$ cat src/rtl/mem_stage_pkg.sv
// Shared widths and load-operation encodings for the memory stage of the core.
// Bit 2 of a load opcode selects zero-extension; bits 1:0 select byte/half/word.
package mem_stage_pkg;

  localparam int ES_TO_MS_BUS_WD = 75;
  localparam int MS_TO_WS_BUS_WD = 70;
  localparam int MS_TO_DS_BUS_WD = 38;

  localparam logic [2:0] LD_W  = 3'b000;
  localparam logic [2:0] LD_B  = 3'b001;
  localparam logic [2:0] LD_H  = 3'b010;
  localparam logic [2:0] LD_BU = 3'b101;
  localparam logic [2:0] LD_HU = 3'b110;

endpackage

$ cat src/rtl/mem_load_align.sv
// Selects and extends the byte/half/word addressed by a load from the raw SRAM word.
// Unrecognised opcodes fall back to a full-word load; no misalignment checking.
module mem_load_align
  import mem_stage_pkg::*;
(
  input  logic [31:0] ld_data,
  input  logic [1:0]  addr_lo,
  input  logic [2:0]  load_op,
  output logic [31:0] result
);

  logic [7:0]  byte_sel;
  logic [15:0] half_sel;

  always_comb begin
    byte_sel = ld_data[7:0];
    case (addr_lo)
      2'd0: byte_sel = ld_data[7:0];
      2'd1: byte_sel = ld_data[15:8];
      2'd2: byte_sel = ld_data[23:16];
      2'd3: byte_sel = ld_data[31:24];
      default: byte_sel = ld_data[7:0];
    endcase
  end

  // Halfword selection uses only addr_lo[1]; the low address bit is ignored.
  assign half_sel = addr_lo[1] ? ld_data[31:16] : ld_data[15:0];

  always_comb begin
    result = ld_data;
    case (load_op)
      LD_B:    result = {{24{byte_sel[7]}}, byte_sel};
      LD_BU:   result = {24'd0, byte_sel};
      LD_H:    result = {{16{half_sel[15]}}, half_sel};
      LD_HU:   result = {16'd0, half_sel};
      default: result = ld_data;
    endcase
  end

endmodule

$ cat src/rtl/mem_stage.sv
// Memory-access pipeline stage: accepts from exe, captures load data, aligns it,
// and forwards the result to wb and (combinationally) to decode for bypass.
module mem_stage
  import mem_stage_pkg::*;
(
  input  logic                       clk,
  input  logic                       resetn,
  input  logic                       ws_allowin,
  output logic                       ms_allowin,
  input  logic                       es_to_ms_valid,
  input  logic [ES_TO_MS_BUS_WD-1:0] es_to_ms_bus,
  input  logic [31:0]                data_sram_rdata,
  output logic                       ms_to_ws_valid,
  output logic [MS_TO_WS_BUS_WD-1:0] ms_to_ws_bus,
  output logic [MS_TO_DS_BUS_WD-1:0] ms_to_ds_bus
);

  // Handshake: a stage holds an instruction while ms_valid; it may accept a new
  // one when empty or when its current occupant leaves to wb this same cycle.
  logic                       ms_valid;
  logic                       ms_ready_go;
  logic                       first_cyc;
  logic [31:0]                rdata_buf;
  logic [ES_TO_MS_BUS_WD-1:0] bus_r;

  logic [2:0]  load_op;
  logic        no_dest;
  logic        res_from_mem;
  logic        gr_we;
  logic [4:0]  dest;
  logic [31:0] alu_result;
  logic [31:0] pc;

  logic [31:0] ld_data;
  logic [31:0] load_result;
  logic [31:0] final_result;
  logic [4:0]  dest_masked;
  logic        fwd_we;

  assign {load_op, no_dest, res_from_mem, gr_we, dest, alu_result, pc} = bus_r;

  assign ms_ready_go    = 1'b1;
  assign ms_allowin     = !ms_valid || (ms_ready_go && ws_allowin);
  assign ms_to_ws_valid = ms_valid && ms_ready_go;

  always_ff @(posedge clk) begin
    if (!resetn) begin
      ms_valid  <= 1'b0;
      first_cyc <= 1'b0;
      rdata_buf <= 32'd0;
    end else begin
      if (ms_allowin) begin
        ms_valid <= es_to_ms_valid;
      end
      first_cyc <= es_to_ms_valid && ms_allowin;
      if (first_cyc) begin
        rdata_buf <= data_sram_rdata;
      end
    end
  end

  always_ff @(posedge clk) begin
    if (es_to_ms_valid && ms_allowin) begin
      bus_r <= es_to_ms_bus;
    end
  end

  // The SRAM keeps reading for younger instructions while we stall, so the live
  // rdata is only ours in the first resident cycle; afterwards use the copy.
  assign ld_data = first_cyc ? data_sram_rdata : rdata_buf;

  mem_load_align u_align (
    .ld_data (ld_data),
    .addr_lo (alu_result[1:0]),
    .load_op (load_op),
    .result  (load_result)
  );

  assign final_result = res_from_mem ? load_result : alu_result;
  assign dest_masked  = ms_valid ? dest : 5'd0;
  assign fwd_we       = ms_valid && gr_we && !no_dest && (dest != 5'd0);

  assign ms_to_ws_bus = {gr_we, dest_masked, final_result, pc};
  assign ms_to_ds_bus = {fwd_we, dest_masked, final_result};

endmodule
$ cat config.mk
export PLATFORM = sky130hd
export DESIGN_NAME = mem_stage
export DESIGN_NICKNAME = d
export VERILOG_FILES = /design/src/rtl/mem_stage_pkg.sv /design/src/rtl/mem_load_align.sv /design/src/rtl/mem_stage.sv
export SDC_FILE = /design/constraint.sdc
export NUM_CORES = 1
export LEC_CHECK = 0
export BUFFER_PORTS_ARGS = -buffer_cell sky130_fd_sc_hd__buf_2
export CAP_MARGIN = 10
export CORE_MARGIN = 10
export CORE_UTILIZATION = 30
export DETAILED_ROUTE_END_ITERATION = 8
export PLACE_DENSITY = 0.65
export SYNTH_ARGS = -nofsm -noshare
export SYNTH_HDL_FRONTEND = slang
export SYNTH_HIERARCHICAL = 1
export SYNTH_SLANG_ARGS = --single-unit
$ cat constraint.sdc
create_clock -name clk -period 3.15 [get_ports clk]
set_clock_uncertainty 0.15 [all_clocks]
set_input_delay 0 -clock clk [delete_from_list [all_inputs] [get_ports clk]]
set_output_delay 0 -clock clk [all_outputs]
set_load 0.005 [all_outputs]
# Word-level counts from Yosys, hierarchy flattened
# Index checks and enable logic that the tools add are counted.
dict set report classes {
  n_eq_ne 7
  div_mod_pow 0
  shifts 0
  magnitude_cmp 0
  add_sub_neg 0
  n_bitwise 0
  n_mul 0
  reduce_logical 9
  n_mux 6
}
# cell count
set op_table {}
lappend op_table {{$pmux W32 S4} 1}
lappend op_table {{$mux W32} 2}
lappend op_table {{$pmux W8 S4} 1}
lappend op_table {{$mux W16} 1}
lappend op_table {{$eq A3 B3 Y1 const B} 2}
lappend op_table {{$mux W5} 1}
lappend op_table {{$reduce_bool A5 Y1} 1}
lappend op_table {{$eq A2 B2 Y1 const B} 2}
lappend op_table {{$logic_and A1 B1 Y1} 4}
lappend op_table {{$eq A3 B1 Y1 const B} 1}
lappend op_table {{$eq A3 B2 Y1 const B} 1}
lappend op_table {{$eq A2 B1 Y1 const B} 1}
lappend op_table {{$logic_not A1 Y1} 2}
lappend op_table {{$logic_not A2 Y1} 1}
lappend op_table {{$logic_or A1 B1 Y1} 1}
dict set report totals {
  romBits 0
  reg_bits 109
  n_memories 0
  ram_bits 0
  output_inout_bits 110
  latchBits 0
}

# Depth between registers and ports, before layout
# Gate-level depths: netlist of the first run.
dict set report depth {
  depth_word 4
  ltp_mapped 10
  ltp_nobuf 5
}

# By module
# Netlist of the first run, hierarchy kept.
# mod area_per_inst_um2 cells_per_inst n_inst seq_area_each_um2
set by_module_without_submodules {}
lappend by_module_without_submodules {mem_stage 4698.3 301 1 2932.8}
lappend by_module_without_submodules {mem_load_align 938.4 133 1 0.0}

# Worst setup path after synthesis of the first run
# Ideal clock, no wire load.
dict set report synth_timing {
  path_type {register to register}
  from {reg ms_valid, in the netlist ms_to_ws_valid}
  to {reg bus_r[0], enable pin}
  t_required_ns 2.558
  arrival_ns 2.263
  slack_ns 0.295
  setup_ns 0.442
  path_stages_with_launch 3
  n_path_buf 0
  path_cell_list {dfxtp_1 nand2b_1 and2_1}
}
dict set report synth_between {
  elab_chain_len 3
}
# element line
set synth_lines {}
lappend synth_lines {{start: declaration} mem_stage.sv:20} ;# logic ms_valid;
lappend synth_lines {{start signal: assignment} mem_stage.sv:53} ;# ms_valid <= es_to_ms_valid;
lappend synth_lines {{$logic_not A1 Y1} mem_stage.sv:43} ;# assign ms_allowin = !ms_valid || (ms_ready_go && ws_allowin);
lappend synth_lines {{$logic_or A1 B1 Y1} mem_stage.sv:43}
lappend synth_lines {{named net ms_allowin} mem_stage.sv:9} ;# output logic ms_allowin,
lappend synth_lines {{$logic_and A1 B1 Y1} mem_stage.sv:63} ;# if (es_to_ms_valid && ms_allowin) begin
lappend synth_lines {{end signal: assignment} mem_stage.sv:64} ;# bus_r <= es_to_ms_bus;
lappend synth_lines {{end: declaration} mem_stage.sv:24} ;# logic [ES_TO_MS_BUS_WD-1:0] bus_r;
# The timed path passes the listed nets, and every way through them passes these cells.
# A chain may end at the register's enable or synchronous reset.

# Final worst setup path of the first run
dict set report layout_timing {
  from {reg first_cyc}
  to {out ms_to_ds_bus[5]}
}
dict set report layout_between {
  elab_chain_len 4
  word_cells_on_any_way 5
}
# element line
set layout_lines {}
lappend layout_lines {{start: declaration} mem_stage.sv:22} ;# logic first_cyc;
lappend layout_lines {{start signal: assignment} mem_stage.sv:55} ;# first_cyc <= es_to_ms_valid && ms_allowin;
lappend layout_lines {{$mux W32} -}
lappend layout_lines {{named net ld_data[29]} mem_stage.sv:34} ;# logic [31:0] ld_data;
lappend layout_lines {{$pmux W8 S4} mem_load_align.sv:17} ;# case (addr_lo)
lappend layout_lines {{$pmux W32 S4} mem_load_align.sv:31} ;# case (load_op)
lappend layout_lines {{named net load_result[5]} mem_stage.sv:35} ;# logic [31:0] load_result;
lappend layout_lines {{$mux W32} mem_stage.sv:79} ;# assign final_result = res_from_mem ? load_result : alu_result;
lappend layout_lines {{end: declaration} mem_stage.sv:15} ;# output logic [MS_TO_DS_BUS_WD-1:0] ms_to_ds_bus
# The timed path passes the listed nets, and every way through them passes these cells.

==> results of run 1 <==
## cell usage after synthesis (2+ instances only)
master and count:
sky130_fd_sc_hd__a31oi_1 2, sky130_fd_sc_hd__buf_4 76, sky130_fd_sc_hd__clkbuf_1 12, sky130_fd_sc_hd__nand2b_1 3
sky130_fd_sc_hd__nand2_1 30, sky130_fd_sc_hd__mux2_4 30, sky130_fd_sc_hd__buf_12 3, sky130_fd_sc_hd__mux4_2 6
sky130_fd_sc_hd__a21oi_1 7, sky130_fd_sc_hd__inv_1 3, sky130_fd_sc_hd__edfxtp_1 75, sky130_fd_sc_hd__nand3_2 11
sky130_fd_sc_hd__o2bb2ai_1 2, sky130_fd_sc_hd__buf_6 3, sky130_fd_sc_hd__mux2i_1 9, sky130_fd_sc_hd__mux2_1 2
sky130_fd_sc_hd__and3_1 7, sky130_fd_sc_hd__nand3_1 14, sky130_fd_sc_hd__o211ai_1 13, sky130_fd_sc_hd__buf_2 3
sky130_fd_sc_hd__nor2_1 2, sky130_fd_sc_hd__nor2b_1 3, sky130_fd_sc_hd__and2_1 35, sky130_fd_sc_hd__mux2_2 35
sky130_fd_sc_hd__and2_4 3, sky130_fd_sc_hd__dfxtp_1 34
## through the flow
| stage | hold WS, ns | area (um2) | util | power (mW) |
|---|---|---|---|---|
| 2_1_floorplan | -0.0511 | 5640 | - | 2.08 |
| 3_3_place_gp | 0.0262 | 6360 | 0.342 | 2.24 |
| 3_5_place_dp | 0.0281 | 6360 | 0.342 | 2.25 |
| 4_1_cts | 0.0277 | 7810 | 0.420 | 3.69 |
| 5_1_grt | 0.0581 | 7810 | 0.420 | 3.79 |
| 6_report | 0.0381 | 7810 | 0.420 | 3.63 |
## what timing repair did
item / CTS / global route
hold buffers: 110 / 0
setup buffers: 0 / 0
hold endpoints to repair: 109 / 0
## worst paths after layout
kind	to	from	slack (ns)
min reg2reg	rdata_buf[6]	rdata_buf[6]	0.43
max	ms_to_ds_bus[5]	first_cyc	0.27
min	rdata_buf[1]	resetn	0.04
max reg2reg	bus_r[57]	ms_to_ws_valid	1.23
## worst max-delay path, delay by kind of cell, from the launching register on
kind                   cells  cell delay [ns]
AOI/OAI and AO/OA          1             0.12
DFF                        1             0.46
muxes                      3             1.21
buffers and inverters      2             0.49
and+or+nand+nor            1             0.08
## power breakdown
| part | total, mW | leakage [nW] | switching, mW | internal [mW] |
|---|---|---|---|---|
| sequential | 1.65 | 1.00 | 0.0311 | 1.62 |
| clock | 1.31 | 0.168 | 0.532 | 0.782 |
| combinational | 0.664 | 2.34 | 0.294 | 0.370 |
| total | 3.63 | 3.51 | 0.857 | 2.77 |
## cell type report
type	instances	area [um2]	share of cell area
multi-input combinational	225	1970	0.252
inverter	3	11.3	0.00144
clock buffer	9	225	0.0288
sequential	109	2930	0.376
clock inverter	7	120	0.0154
tap	234	293	0.0375
timing repair buffer	337	2250	0.289
## sequential cells by signal (all words and copies together) (netlist names)
| signal | count |
|---|---|
| bus_r | 75 |
| first_cyc | 1 |
| ms_to_ws_valid | 1 |
| rdata_buf | 32 |
## metal layers
metal  routed length, um  global-route usage  vias to the layer above
met3                1430              0.0491                       16
met1                6620               0.156                     1906
met5                   0                   0                        -
met4                 304              0.0436                        0
li1                    -                   -                     1975
met2                8320               0.223                      153
## cells by family (layout without fill, tap and decap cells)
logic type / after synthesis / count (layout) / share of synthesized area
buf+inv: 100 / 356 / 0.131
simple gates: 114 / 114 / 0.119
flops: 109 / 109 / 0.520
xor+xnor: 1 / 1 / 0.00155
compound gates: 28 / 28 / 0.0351
mux: 82 / 82 / 0.194
==> implementation parameters, run 1 <==
Parameter                              Value

STA
  Slew HR    0.348
  Final setup violation count    0
  Unrepaired setup endpoints after global routing    no
  Setup TNS Final    0 ns
  Min setup slack post-route    0.267 ns
  Final-report max-slew violation count    0
  Max Clock Freq    0.347 GHz
  Crit path time final    2.88 ns
  Transition at the pin with the smallest max-transition slack    0.978 ns
  Total count of hold-check failures in the final report    0
  Fin crit share    0.915

Setup path
  Maximum net fanout on the critical path    17
  Crit-path slowest cell    sky130_fd_sc_hd__dfxtp_2
  Max stage delay on crit path    0.46 ns
  Worst setup EP type    output pin
  Type of the worst setup path    reg -> out
  Data arrival time of the critical path    2.73 ns
  Critical path, cell by cell    buf_4, mux2_2, mux4_2, nand2_1, o211ai_1, mux2_1, buf_2
  Startpoint type of the worst setup path    register
  WP data required    3.00 ns
  Cell count of the worst reg-to-reg path    2

Final layout
  Final non-filler cell total    924
  FILL cells    1714
  Most used cells in the layout excluding fill and tap cells    220 x sky130_fd_sc_hd__buf_2, 110 x sky130_fd_sc_hd__dlygate4sd3_1, 75 x sky130_fd_sc_hd__edfxtp_1, 35 x sky130_fd_sc_hd__mux2_2, 34 x sky130_fd_sc_hd__and2_1
  Relative area change from synthesis to final layout    38.5%
  Fraction of layout instances using a drive strength above 1    0.478
  Final net count    796
  Antenna diode count    0
  Leading cell type in the layout, fill and taps excluded    sky130_fd_sc_hd__buf_2

Global routing
  Total global routing overflow    0
  Vias in the first global route    4497
  Maximum number of pins on one net before global-route repair    76
  Initial antenna violation count    0
  First-pass GRT wire length    25.5 mm
  Global-route usage over all layers    0.134

Clock tree
  Count of H-tree levels built during CTS    3
  Total of cells resized after clock tree synthesis    0
  Insertion delay to the later sink of the worst-skew pair    0.35 ns
  Clk buf depth    2
  CTS tree    done
  Clk pin slew, worst setup/hold paths    0.07 ns
  Number of sinks driven by the clock tree    109
  CTS root buffer    sky130_fd_sc_hd__clkbuf_16
  Num CTS Buffers    9

Placed design
  Post-place setup slack    0.632 ns
  Number of port buffers    220
  Dpl hpwl    12.4 mm
  Global placer's final weighted congestion    0.824
  DP Cell Count    798

Logic synthesis
  Synthesized instance count    434
  Avg Synthesized Cell Area    13.0 um2
  Largest area contributor in the netlist    sky130_fd_sc_hd__edfxtp_1
  Commonest register cell after synthesis    sky130_fd_sc_hd__edfxtp_1
  Area share of the largest cell type after synthesis    0.400
  Number of different library cells in the post-synthesis netlist    37
  Proportion of synthesized flip-flops having asynchronous set or reset    0
  Count of flip-flops with a built-in enable after synthesis    75
  Post-Syn Nets    545
  Number of flip-flops and latches in the synthesized netlist    109
  Leading cell types by total area after synthesis    sky130_fd_sc_hd__edfxtp_1 40%, sky130_fd_sc_hd__dfxtp_1 12%, sky130_fd_sc_hd__buf_4 10%
  Synthesized cell area    5640 um2
  Ys Warns    6
  Share of the yosys chip area belonging to registers    0.520

Floorplan
  Initial Util    0.303
  Horiz. Die Dim    157 um
  Area enclosed by the die boundary    24700 um2
  Top-level I/O count    221
  Number of cell rows    50
  Core area    18600 um2
  Vert. Die Dim    157 um

Worst hold path
  Worst min path class    in -> reg
  Hold path cells    2

Detailed routing
  Antenna viol nets, final    0
  Drt pass-1 iters    4
  DRC violation count after routing    0
  Detail-routed via count per cell    4.38
  Overall routed net length    16.7 mm
  Total via count in the routed design    4050
  Drt first-iter violations    205
  Wirelength per Cell    18.0 um

Job
  MaxCap Viol Count    0

Status
  Result of the run    complete, no violations

Power
  Leakage Power    3.51 nW
  Pwr per Cell Area    465 nW/um2
  Largest vdd supply drop    0.268 mV
(Power assumes the default switching activity.)
==> inputs of run 2 (changes only) <==
Settings changed: ABC_AREA from default to 1.
==> run 2 against run 1 <==
Compared with the run above:
- maximum frequency rose by 2.9%
- critical path depth is 5 higher
- non-clock buffer count fell by 4
- global-route usage up 1.5 points
- via count increased by 21%
- largest power group unchanged
- largest cell class unchanged
- utilization increased by 0.099 points
- register-to-register slack worse by 0.06 ns
==> implementation parameters, run 2 <==
Parameter                              Value

Status
  Result of the run    complete, no violations

Logic synthesis
  Area share of the largest cell type after synthesis    0.403
  Leading cell types by total area after synthesis    sky130_fd_sc_hd__edfxtp_1 40%, sky130_fd_sc_hd__nand2_1 12%, sky130_fd_sc_hd__dfxtp_1 12%
  Post-Syn Nets    738
  Synthesized cell area    5590 um2
  Ys Warns    6
  Number of flip-flops and latches in the synthesized netlist    109
  Largest area contributor in the netlist    sky130_fd_sc_hd__edfxtp_1
  Share of the yosys chip area belonging to registers    0.525
  Library cell with the highest instance count after synthesis    sky130_fd_sc_hd__nand2_1
  Synthesized instance count    627
  Number of different library cells in the post-synthesis netlist    26
  Avg Synthesized Cell Area    8.91 um2
  Commonest register cell after synthesis    sky130_fd_sc_hd__edfxtp_1
  Cell types with the highest counts after synthesis    186 x sky130_fd_sc_hd__nand2_1, 77 x sky130_fd_sc_hd__buf_4, 75 x sky130_fd_sc_hd__edfxtp_1
  Count of flip-flops with a built-in enable after synthesis    75
  Proportion of synthesized flip-flops having asynchronous set or reset    0

Worst hold path
  Worst min path class    in -> reg
  Hold path cells    3
  Startpoint of the most critical hold path    resetn
  Worst Hold Endpoint    rdata_buf[19]

Clock tree
  Clk buf depth    2
  Clk pin slew, worst setup/hold paths    0.08 ns
  CTS root buffer    sky130_fd_sc_hd__clkbuf_16
  CTS tree    done
  Count of H-tree levels built during CTS    3
  Hold_buf cts    110
  Total of cells resized after clock tree synthesis    0
  Insertion delay to the later sink of the worst-skew pair    0.36 ns
  Number of sinks driven by the clock tree    109
  Number of buffers inserted by post-CTS setup repair    0
  Num CTS Buffers    9

Detailed routing
  Wire length on met1    7.43 mm
  Drt first-iter violations    267
  Highest metal used    met4
  Detail-routed via count per cell    4.43
  Amount of wire on met2 after detailed routing    9.00 mm
  Drt pass-1 iters    4
  Total via count in the routed design    4900
  Antenna viol nets, final    0
  DRC violation count after routing    0
  Met3 routed WL    1.53 mm
  Overall routed net length    18.3 mm
  Wirelength per Cell    16.5 um

Power
  Pwr per Cell Area    447 nW/um2
  Post-layout power    3.42 mW
  Leakage Power    3.67 nW
  Largest vdd supply drop    0.307 mV

Setup path
  Cell count of the worst reg-to-reg path    4
  Max stage delay on crit path    0.71 ns
  Launch instance of the worst register-to-register path    ms_to_ws_valid
  Most prevalent standard cell on the critical path    sky130_fd_sc_hd__nand2_1
  Worst setup EP type    output pin
  Maximum net fanout on the critical path    32
  Data arrival time of the critical path    2.65 ns
  Crit-path slowest cell    sky130_fd_sc_hd__dfxtp_1
  Critical path, cell by cell    inv_8, nand2_1, nand2_1, inv_1, nand2_2, nand2_1, nand2_1, nand4_4, nand3_1, nand2_1, o21ai_0, buf_2
  Reg2reg setup slack    1.17 ns
  Type of the worst setup path    reg -> out
  Startpoint type of the worst setup path    register
  Destination of the worst register-to-register timing path    bus_r[27]
  WP data required    3.00 ns

Global routing
  Initial antenna violation count    0
  First-pass GRT wire length    28.3 mm
  Maximum number of pins on one net before global-route repair    48
  Global-route usage over all layers    0.149
  Vias in the first global route    5066
  Total global routing overflow    0

STA
  Slew HR    0.498
  Setup TNS Final    0 ns
  Crit path time final    2.80 ns
  Fin crit share    0.890
  Final setup violation count    0
  Unrepaired setup endpoints after global routing    no
  Max Clock Freq    0.357 GHz
  Final-report max-slew violation count    0
  Hold_ws    0.0689 ns
  Total count of hold-check failures in the final report    0
  Transition at the pin with the smallest max-transition slack    0.752 ns
  Min setup slack post-route    0.348 ns

Placed design
  Number of port buffers    220
  Placement Cell Area    6260 um2
  Dpl hpwl    13.5 mm
  Post-place setup slack    0.735 ns
  DP Cell Count    981
  Global placer's final weighted congestion    0.879

Final layout
  Most used cells in the layout excluding fill and tap cells    220 x sky130_fd_sc_hd__buf_2, 186 x sky130_fd_sc_hd__nand2_1, 110 x sky130_fd_sc_hd__dlygate4sd3_1, 75 x sky130_fd_sc_hd__edfxtp_1, 53 x sky130_fd_sc_hd__o21ai_0
  Leading cell type in the layout, fill and taps excluded    sky130_fd_sc_hd__buf_2
  Antenna diode count    0
  Relative area change from synthesis to final layout    36.8%
  End-of-flow core utilization    0.421
  Final non-filler cell total    1107
  Largest register by flop count    bus_r
  Max reg flops    75
  Final design area excluding fillers    7640 um2
  Final net count    984
  FILL cells    1815
  Largest registers    bus_r x75, rdata_buf x32
  Fraction of layout instances using a drive strength above 1    0.318

Floorplan
  Top-level I/O count    221
  Core area    18100 um2
  Area enclosed by the die boundary    24500 um2
  Number of cell rows    49
  Horiz. Die Dim    156 um
  Initial Util    0.308
  Vert. Die Dim    156 um

Job
  MaxCap Viol Count    0
## run 2: worst max-delay path by stage
stage	start	end	slack, ns	cells past startpoint
after floorplan	ms_to_ws_valid	bus_r[0]	0.55	3
after global routing	first_cyc	ms_to_ws_bus[44]	0.09	12
after detailed placement	first_cyc	ms_to_ws_bus[44]	0.73	12
after CTS	first_cyc	ms_to_ws_bus[44]	0.34	12
after global placement	first_cyc	ms_to_ws_bus[45]	0.78	9
final	first_cyc	ms_to_ds_bus[10]	0.35	12
## run 2: area by class of cell
type | instances | area, um2 | share of cell area
Sequential cell | 109 | 2930 | 0.384
Inverter | 57 | 230 | 0.0301
Tap cell | 229 | 287 | 0.0375
Multi-Input combinational cell | 363 | 1660 | 0.218
Clock inverter | 6 | 53.8 | 0.00704
Clock buffer | 10 | 229 | 0.0300
Timing Repair Buffer | 333 | 2250 | 0.294
## run 2: metal layers
layer	up-vias	GRT usage
met5	-	0
met4	0	0.0494
met3	19	0.0469
met2	192	0.251
met1	2249	0.176
li1	2440	-
## run 2: worst max-delay path, delay by kind of cell, from the launching register on
| family | cells | cell delay (ns) |
|---|---|---|
| compound gates | 1 | 0.13 |
| flops | 1 | 0.71 |
| buf+inv | 3 | 0.48 |
| simple gates | 8 | 0.97 |
## run 2: cell families (layout without fill, tap and decap cells)
family | Yosys count | count (layout) | share of synthesized area
flops | 109 | 109 | 0.525
buf+inv | 155 | 406 | 0.178
compound gates | 93 | 93 | 0.0916
simple gates | 270 | 270 | 0.206
## run 2: power by group
part,switching [mW],total [mW],internal [mW]
Combinational,0.347,0.646,0.300
Clock,0.563,1.12,0.552
Sequential,0.0371,1.65,1.62
==> inputs of run 3 (changes only) <==
==> constraint.sdc (replaced) <==
create_clock -name clk -period 3.15 [get_ports clk]
set_clock_uncertainty 0.15 [all_clocks]
set_input_delay 0.63 -clock clk [delete_from_list [all_inputs] [get_ports clk]]
set_output_delay 0.63 -clock clk [all_outputs]
set_load 0.005 [all_outputs]
==> run 3 against run 2 <==
Compared with the run above:
- highest routed layer unchanged
- critical path depth did not move
- combinational power fell by 14%
- flip-flop and latch count did not move
- clock power rose by 4%
- routed wire length fell by 9.4%
- first-iteration DRC count rose by 11%
- setup slack got worse by 0.17 ns
- register-to-register slack improved by 0.41 ns
- utilization fell by 5.0 points
- global-route usage fell by 1.6 points
- sequential share of layout area rose by 5.2 points
- clock-buffer cell count did not move
==> implementation parameters, run 3 (synthesis gave the netlist of run 2 again) <==
Parameter                              Value

Status
  Result of the run    complete, no violations

Floorplan
  Vert. Die Dim    156 um
  Horiz. Die Dim    156 um
  Number of cell rows    49
  Initial Util    0.308
  Core area    18100 um2
  Area enclosed by the die boundary    24500 um2
  Top-level I/O count    221

Job
  MaxCap Viol Count    0

Final layout
  Most used cells in the layout excluding fill and tap cells    220 x sky130_fd_sc_hd__buf_2, 182 x sky130_fd_sc_hd__nand2_1, 75 x sky130_fd_sc_hd__edfxtp_1, 51 x sky130_fd_sc_hd__inv_1, 48 x sky130_fd_sc_hd__o21ai_0
  End-of-flow core utilization    0.371
  FILL cells    1866
  Largest register by flop count    bus_r
  Leading cell type in the layout, fill and taps excluded    sky130_fd_sc_hd__buf_2
  Register area    2930 um2
  Largest registers    bus_r x75, rdata_buf x32
  Max reg flops    75
  Relative area change from synthesis to final layout    20.5%
  Fraction of layout instances using a drive strength above 1    0.385
  Footprint of the multi-input gates    1700 um2
  Final non-filler cell total    1011
  Final net count    886

Detailed routing
  Antenna viol nets, final    0
  Detail-routed via count per cell    4.35
  Overall routed net length    16.5 mm
  Drt pass-1 iters    5
  Total via count in the routed design    4395
  Wirelength per Cell    16.4 um
  DRC violation count after routing    0
  Drt first-iter violations    296

Clock tree
  Number of sinks driven by the clock tree    109
  Count of H-tree levels built during CTS    3
  Insertion delay to the later sink of the worst-skew pair    0.35 ns
  CTS root buffer    sky130_fd_sc_hd__clkbuf_16
  Clk pin slew, worst setup/hold paths    0.07 ns
  CTS tree    done
  Num CTS Buffers    9
  Clk buf depth    2
  Number of buffers inserted by post-CTS setup repair    0

STA
  Slew HR    0.535
  Final-report max-slew violation count    0
  Fin crit share    0.945
  Crit path time final    2.98 ns
  Max Clock Freq    0.336 GHz
  Min setup slack post-route    0.173 ns
  Total count of hold-check failures in the final report    0
  Unrepaired setup endpoints after global routing    yes
  Final setup violation count    0
  Transition at the pin with the smallest max-transition slack    0.696 ns
  Hold_ws    0.299 ns

Setup path
  Launch instance of the worst register-to-register path    ms_to_ws_valid
  Startpoint type of the worst setup path    register
  Type of the worst setup path    reg -> out
  Worst setup EP type    output pin
  Critical path origin    first_cyc
  Maximum net fanout on the critical path    19
  Cell count of the worst reg-to-reg path    4
  Data arrival time of the critical path    2.20 ns
  WP data required    2.37 ns

Global routing
  Initial antenna violation count    2
  Global-route usage over all layers    0.133
  First-pass GRT wire length    24.9 mm
  Vias in the first global route    4580
  Maximum number of pins on one net before global-route repair    76
  Total global routing overflow    0

Placed design
  Dpl hpwl    13.0 mm
  Number of port buffers    220
  DP Cell Count    990
  Post-place setup slack    0.328 ns
  Global placer's final weighted congestion    0.913

Worst hold path
  Startpoint of the most critical hold path    es_to_ms_bus[2]
  Worst min path class    in -> reg
  Hold path cells    1

Power
  Largest vdd supply drop    0.259 mV
  Pwr per Cell Area    499 nW/um2
  Leakage Power    3.32 nW
## run 3: changes by cell type in the layout (fill, tap and decap cells not counted), moves of 2 or more
cell	before	now
sky130_fd_sc_hd__o21ai_0	53	48
sky130_fd_sc_hd__buf_4	1	5
sky130_fd_sc_hd__bufinv_8	0	2
sky130_fd_sc_hd__a21oi_2	11	13
sky130_fd_sc_hd__diode_2	0	2
sky130_fd_sc_hd__inv_6	3	1
sky130_fd_sc_hd__o21ai_1	0	4
sky130_fd_sc_hd__dlygate4sd3_1	110	0
sky130_fd_sc_hd__buf_6	0	3
sky130_fd_sc_hd__a21oi_1	27	25
sky130_fd_sc_hd__nand2_2	18	22
sky130_fd_sc_hd__buf_8	0	2
sky130_fd_sc_hd__nand2_1	186	182
## run 3: stage by stage
step,power [mW],area (um2),TNS [ns]
final,3.36,6740,0
after global routing,3.53,6730,-0.0777
after CTS,3.39,6640,0
after detailed placement,2.23,6330,0
after global placement,2.23,6330,0
after floorplan,2.06,5590,0
## run 3: final cells by class
cell class,instances,area share
Antenna cell,2,0.000743
Clock buffer,10,0.0355
Clock inverter,6,0.00984
Inverter,57,0.0349
Multi-Input combinational cell,365,0.253
Sequential cell,109,0.436
Tap cell,229,0.0425
Timing Repair Buffer,233,0.188
## run 3: worst max-delay path: stages (launching register included)
cell and delay [ns]:
sky130_fd_sc_hd__dfxtp_2 0.34, sky130_fd_sc_hd__buf_6 0.14, sky130_fd_sc_hd__clkinv_8 0.09, sky130_fd_sc_hd__buf_6 0.15, sky130_fd_sc_hd__nand2_2 0.06, sky130_fd_sc_hd__nand2_1 0.15
sky130_fd_sc_hd__nor2_1 0.08, sky130_fd_sc_hd__o21ai_0 0.17, sky130_fd_sc_hd__nand2_1 0.08, sky130_fd_sc_hd__a21oi_2 0.19, sky130_fd_sc_hd__nand2_1 0.07, sky130_fd_sc_hd__o21ai_0 0.14
sky130_fd_sc_hd__buf_2 0.18
## run 3: metal layers
metal,share of wire,routed length (um),track usage
met1,0.40,6640,0.147
met2,0.49,8120,0.226
met3,0.091,1500,0.0576
met4,0.016,272,0.0400
met5,0,0,0
## run 3: worst paths after layout
path | end | slack (ns)
setup reg to reg | bus_r[34] | 1.58
setup / recovery | ms_to_ds_bus[4] | 0.17
hold reg to reg | rdata_buf[11] | 0.31
hold / removal | bus_r[2] | 0.30
## run 3: power breakdown
| group | switching, mW | leakage [nW] | internal (mW) |
|---|---|---|---|
| clock network | 0.517 | 0.162 | 0.642 |
| registers | 0.0298 | 1.00 | 1.62 |
| logic | 0.331 | 2.15 | 0.226 |
| total | 0.878 | 3.32 | 2.49 |
## run 3: repair_timing
action                     CTS  global route
setup endpoints to repair    2            46
gates resized for setup      1            20
pin swaps                    0             4
hold buffers                 0             0
cloned                       0             3
